`src/rtl/ifetch_pkg.sv`:
```
// Shared constants and types for the instruction fetch front end.
package ifetch_pkg;

    localparam int          INST_W           = 32;
    localparam int          PC_W             = 32;
    localparam int          FQ_ENTRY_W       = PC_W + INST_W;
    localparam logic [31:0] PC_INC           = 32'd4;
    localparam logic [31:0] DEFAULT_RESET_PC = 32'h0000_0000;

    typedef struct packed {
        logic [PC_W-1:0]   pc;
        logic [INST_W-1:0] inst;
    } fq_entry_t;

endpackage

```
`src/rtl/fetch_queue.sv`:
```
// Registered circular prefetch queue with synchronous flush; head read is
// forced to zero when empty so downstream never sees stale entries.
module fetch_queue
    import ifetch_pkg::*;
#(
    parameter int DEPTH = 4,
    parameter int W     = FQ_ENTRY_W
) (
    input  logic         clk,
    input  logic         rst_n,
    input  logic         push_i,
    input  logic         pop_i,
    input  logic         flush_i,
    input  logic [W-1:0] wdata_i,
    output logic [W-1:0] rdata_o,
    output logic         full_o,
    output logic         empty_o
);

    localparam int AW = $clog2(DEPTH);

    logic [AW-1:0] rd_q, wr_q;
    logic [AW:0]   cnt_q;
    logic [W-1:0]  mem_q [DEPTH];
    logic          push_ok, pop_ok;

    assign empty_o = (cnt_q == '0);
    assign full_o  = (cnt_q == (AW+1)'(DEPTH));
    assign pop_ok  = pop_i && !empty_o;
    assign push_ok = push_i && (!full_o || pop_ok);
    assign rdata_o = empty_o ? '0 : mem_q[rd_q];

    always_ff @(posedge clk or negedge rst_n) begin
        if (!rst_n) begin
            rd_q  <= '0;
            wr_q  <= '0;
            cnt_q <= '0;
        end else if (flush_i) begin
            rd_q  <= '0;
            wr_q  <= '0;
            cnt_q <= '0;
        end else begin
            if (pop_ok)  rd_q <= rd_q + AW'(1);
            if (push_ok) wr_q <= wr_q + AW'(1);
            cnt_q <= cnt_q + (AW+1)'(push_ok) - (AW+1)'(pop_ok);
        end
    end

    // Storage needs no reset: the empty gate on rdata_o hides stale words.
    always_ff @(posedge clk) begin
        if (push_ok && !flush_i) mem_q[wr_q] <= wdata_i;
    end

endmodule

```
`src/rtl/ifetch.sv`:
```
// Instruction fetch: PC register, push/pop/redirect control and the
// prefetch queue that decouples a combinational imem from decode.
module ifetch
    import ifetch_pkg::*;
#(
    parameter logic [31:0] RESET_PC = DEFAULT_RESET_PC,
    parameter int          QDEPTH   = 4
) (
    input  logic        clk,
    input  logic        rst_n,
    output logic [31:0] imem_addr,
    input  logic [31:0] imem_data,
    output logic        inst_valid,
    output logic [31:0] inst,
    output logic [31:0] inst_pc,
    input  logic        inst_ready,
    input  logic        redirect_valid,
    input  logic [31:0] redirect_pc
);

    logic [31:0] pc_q, pc_d;
    logic        push, pop, full, empty;
    fq_entry_t   wr_entry, head;

    assign pop  = inst_valid && inst_ready;
    assign push = !redirect_valid && (!full || pop);

    assign wr_entry   = '{pc: pc_q, inst: imem_data};
    assign imem_addr  = pc_q;
    assign inst_valid = !empty;
    assign inst       = head.inst;
    assign inst_pc    = head.pc;

    always_comb begin
        pc_d = pc_q;
        if (redirect_valid) pc_d = redirect_pc & ~32'h3;
        else if (push)      pc_d = pc_q + PC_INC;
    end

    always_ff @(posedge clk or negedge rst_n) begin
        if (!rst_n) pc_q <= RESET_PC & ~32'h3;
        else        pc_q <= pc_d;
    end

    // Redirect drives flush, which outranks any concurrent push/pop inside the queue.
    fetch_queue #(
        .DEPTH (QDEPTH),
        .W     (FQ_ENTRY_W)
    ) u_fq (
        .clk     (clk),
        .rst_n   (rst_n),
        .push_i  (push),
        .pop_i   (pop),
        .flush_i (redirect_valid),
        .wdata_i (wr_entry),
        .rdata_o (head),
        .full_o  (full),
        .empty_o (empty)
    );

endmodule

```
`config.mk`:
```
export PLATFORM = sky130hd
export DESIGN_NAME = ifetch
export DESIGN_NICKNAME = d
export VERILOG_FILES = /design/src/rtl/ifetch_pkg.sv /design/src/rtl/fetch_queue.sv /design/src/rtl/ifetch.sv
export SDC_FILE = /design/constraint.sdc
export NUM_CORES = 1
export LEC_CHECK = 0
export ABC_AREA = 1
export CORE_MARGIN = 1
export CORE_UTILIZATION = 46
export DETAILED_ROUTE_END_ITERATION = 7
export PLACE_DENSITY = 0.67
export SLEW_MARGIN = 10
export SYNTH_ARGS = -nofsm -noshare
export SYNTH_HDL_FRONTEND = slang
export SYNTH_SLANG_ARGS = --single-unit
```
`constraint.sdc`:
```
create_clock -name clk -period 3.8 [get_ports clk]
set_clock_uncertainty 0.1 [all_clocks]
set_input_delay 0.76 -clock clk [delete_from_list [all_inputs] [get_ports clk]]
set_output_delay 0.76 -clock clk [all_outputs]
set_load 0.01 [all_outputs]
```
After elaboration in Yosys (flattened, before gate mapping)
Memories as Yosys holds them, arrays and structs flattened. Index checks and enable logic that the tools add are counted.

$add $sub $neg: 5. Muxes and demuxes: 10. Reduce and logical (&&, ||, !) cells: 14. Equal/unequal tests: 1.

Operators with widths (count): $mux W32 (2); $mux W64 (1); $add A32 B3 Y32 const B (1); $mux W2 (4); $reduce_bool A2 Y1 (3); $logic_and A1 B1 Y1 (5); $add A2 B1 Y2 const B (2); $add A3 B1 Y3 (1); $eq A3 B3 Y1 const B (1); $logic_not A1 Y1 (3); $logic_not A3 Y1 (1); $mux W3 (1); $sub A3 B1 Y3 (1); $logic_or A1 B1 Y1 (2); $mux W1 (2).

Output and inout port bits: 97. Input bits: 68. Register bits after elaboration: 39. Memory bits (writable): 256. Memories: 1. Word-level logic and storage cells: 35.

Memories: u_fq.mem_q (depth 4, bits a word 64, read ports 1, clocked after memory_dff 0, wr ports 1, RTL line fetch_queue.sv:24) `logic [W-1:0] mem_q [DEPTH];`.

Longest topological paths before layout
Word-level depth: 9. Mapped depth: 11. Gate-level depth less buffers: 10.

By module
A second synthesis with hierarchy kept.

Cell total of the unflattened synthesis: 1236. Area total of the unflattened synthesis: 12852.3 sq um.

By module, submodules not included: fetch_queue (seq. area each 7862.5 sq um, area each 10555.1 sq um, cells an instance 882, times used 1); ifetch (seq. area each 750.7 sq um, area each 2297.2 sq um, cells an instance 354, times used 1).

Worst setup path before layout
Ideal clock, no wire load.

Kind: input to register. Start: in redirect_valid. End: mem u_fq.mem_q[0][0] (netlist name) (enable). Arrival time: 3917 ps. Slack: -700 ps. Stages on the path: 5. Library setup time: 483 ps. Data required time: 3217 ps. Buffers on the path: 2. Cell sequence: inv_1 nand2_4 buf_6 buf_6 nor2_1.

Word-level cells in the longest chain between the ends: 6.

RTL lines: start: declaration (RTL line ifetch.sv:17) `input logic redirect_valid,`; $logic_not A1 Y1 * (RTL line fetch_queue.sv:51, ifetch.sv:26); $logic_and A1 B1 Y1 (RTL line ifetch.sv:26) `assign push = !redirect_valid && (!full || pop);`; $logic_and A1 B1 Y1 (RTL line fetch_queue.sv:30) `assign push_ok = push_i && (!full_o || pop_ok);`; $logic_and A1 B1 Y1 * (RTL line fetch_queue.sv:51) `if (push_ok && !flush_i) mem_q[wr_q] <= wdata_i;`; $mux W1 * (RTL line fetch_queue.sv:51); $mux W1 (not written as such) * (RTL line fetch_queue.sv:51); end: declaration (RTL line fetch_queue.sv:24).

Mark *: on every way between the ends. The rest lies on a longest branch, timed or not.

Worst setup path after layout
Start: reg u_fq.rd_q[0]. End: out inst_pc[13].

Word-level cells in the longest chain between the ends: 2.

RTL lines: start: declaration (RTL line fetch_queue.sv:22) `logic [AW-1:0] rd_q, wr_q;`; start signal: assignment (RTL line fetch_queue.sv:43) `if (pop_ok) rd_q <= rd_q + AW'(1);`; $mem_v2 Z4 W64; $mux W64 (RTL line fetch_queue.sv:31) `assign rdata_o = empty_o ? '0 : mem_q[rd_q];`; end: declaration (RTL line ifetch.sv:15) `output logic [31:0] inst_pc,`.

Every way passes these cells.

==> out/metrics.cfg <==
[outcome]
outcome=complete, no violations

[floorplan]
ioPinCount=165
die_h_um=165.2
core-area_um2=26060
rows=59
start_util=0.4699
die_w_um=165.2
dieArea_um2=27270

[synth]
yosys-top-cells-count=nor2_1, edfxtp_1, o21ai_0
synth_top_area_share=0.6082
synth_cells=1132
synth.area.top_cells=edfxtp_1, nor2_1, dfrtp_1
synth-seq-cells=285
async_flop_share=0.1298
ys_seq_area_frac=0.6838
synthMostInstantiatedCell=nor2_1
synth_cell_types=31
synth_edf_count=248
avgSynthCellArea_um2=10.82
synth-warning-count=0
syn-cell-area_um2=12240
synth_ff_type=edfxtp_1
synth_area_leader_cell=edfxtp_1

[global_routing]
met1_usage=0.2791
grt_start_max_net_pins=57
antenna_found_initial=0
grt.met3_usage=0.03022
grt-ovfl-total=0
grt.met2_usage=0.3490
grt_first_pass_wirelength_mm=43.43
grtUsageTotal=0.2075
grt_pass1_vias=8330
busiest_layer=met2

[routing]
first_iter_violations=544
drt_wl_total_mm=27.71
ant_nets=0
post_drt_via_cell_ratio=5.210
drc=0
post_drt_wl_per_cell_um=16.87
dr.pass1.iters=6
num_vias=8554

[power_and_ir_drop]
switching_share=0.3207
combPwrFrac=0.314
power_leakage_uw=0.005498
p_clk_frac=0.261
p_per_area_nw_per_um2=675.2
peakVddDrop_v=0.0003215
p_int_uw=6934
p_switching_uw=3273
seq_power_share=0.424

[critical_path]
critical_path_class=flip-flop to output port
endpoint_kind=output port
startpoint_type=flip-flop
crit_start=u_fq.rd_q[0]
worstPathRequired_ps=2940
arrival_ps=2790
cp_max_fo=34
r2r-start=u_fq.cnt_q[1]

[clock_tree]
cts_buffer_depth=3
clockRootBuffer=clkbuf_16
htree_levels=1
cts_buffers=29
cts.sinks=285
clk_latency_ps=540
tritoncts=done
path_clk_slew_ps=60
post_cts.repair.setup_buffers=0

[sta]
final_max_slew_viol_count=0
hold_viol_final=0
slew_headroom=0.3920
layout_min_cycle_time_ps=3647
tightest_slew_ps=912.0
finalSetupViolations=0
fin_crit_sh=0.9598
grt_setup_unrepaired=no
fmax_mhz=274.2
final.setup.worst_slack_ps=152.9

[place]
post-place-ws_ps=693.8
dpl.hpwl_mm=16.11
gp_congestion=0.8621
port-buffer-count=158

[hold_path]
hp-class=primary input to asynchronous set/reset pin

[finish]
drive_above_1_share=0.07804
multi_input_area_um2=3388
nets=1361
seqCellArea_um2=8378
utilization=0.5802
syn_to_final_growth_pct=23.47
nFillCells=2135
diodes=0

[run]
drv_cap=0

## registers in the layout (all words and copies together), names as in the netlist
name	count
u_fq.cnt_q	3
u_fq.mem_q	248
u_fq.rd_q	2
imem_addr	30
u_fq.wr_q	2
## area by class of cell
class                   count  share of cell area
clock buffers              31             0.04850
clock inverters            22             0.01134
inverters                  57             0.01423
multi-input cells         733              0.2241
flip-flops and latches    285              0.5542
well taps                 335             0.02772
repair buffers            179              0.1199
## what timing repair did
item	4_1_cts	5_1_grt
hold buffers	0	0
gates resized for setup	0	1
setup endpoints to repair	0	6
## through the flow
step	area, µm²	total power, µW	instances	setup TNS (ps)	hold WS [ps]
5_1_grt	15120	10790	1642	0	305.4
3_5_place_dp	14210	7637	1589	0	525.2
2_1_floorplan	12260	5988	1135	-173710	364.4
4_1_cts	15110	10310	1642	0	261.1
6_report	15120	10210	1642	0	251.5
3_3_place_gp	14210	7588	1589	0	514.8
## cells by family after synthesis
family,count (synthesis),synth area share
and+or+nand+nor,491,0.1633
DFF,285,0.6838
AOI/OAI and AO/OA,216,0.09095
buffers and inverters,117,0.04282
xor gates and xnor gates,14,0.01001
adders and majority gates,8,0.008788
other,1,0.0003063
## metal layers
metal / share of wire / vias to the layer above
met3: 0.066 / 40
met4: 0.018 / 0
met2: 0.48 / 278
met1: 0.44 / 4092
li1: - / 4144
met5: 0 / -
## power by group through the flow
stage	Combinational (µW)	Clock [µW]	Sequential [µW]
2_1_floorplan	1660	0	4330
3_3_place_gp	3210	0	4370
3_5_place_dp	3250	0	4390
4_1_cts	3260	2720	4330
5_1_grt	3560	2840	4380
6_report	3210	2670	4330
## worst paths after layout
kind,end,slack (ps),cells past startpoint
setup / recovery,inst_pc[13],150,6
hold / removal,imem_addr[24],250,1
setup reg to reg,u_fq.cnt_q[2],1100,10
hold reg to reg,u_fq.wr_q[1],540,2
max in group asynchronous,u_fq.rd_q[0],2670,1
min in group clk,u_fq.wr_q[1],540,2
## critical path, stage by stage (launching register included)
cell             delay, ps
dfrtp_4                710
buf_4                  350
nor2_1                  80
nor2_1                  90
o21ai_0                 90
a21oi_1                320
clkdlybuf4s50_1        610
## placed cells by master (no fill, tap or decap), types with 2 or more instances in the layout
cell type / count
inv_1: 52
and2_1: 3
xor2_1: 12
o21ai_2: 5
buf_4: 14
a21oi_1: 68
nand2_4: 2
dfrtp_1: 35
conb_1: 4
nand3_1: 45
ha_1: 7
clkinvlp_4: 4
o211ai_1: 4
xnor2_1: 2
clkinv_2: 10
nand2_1: 133
nor2_1: 287
buf_12: 6
nor2_2: 7
clkinv_1: 5
edfxtp_1: 248
nand2_2: 3
nor2_4: 9
inv_2: 4
clkdlybuf4s50_1: 157
bufinv_16: 2
o21ai_0: 137
clkinv_4: 2
clkbuf_16: 29
clkbuf_1: 2
(Power assumes the default switching activity.)
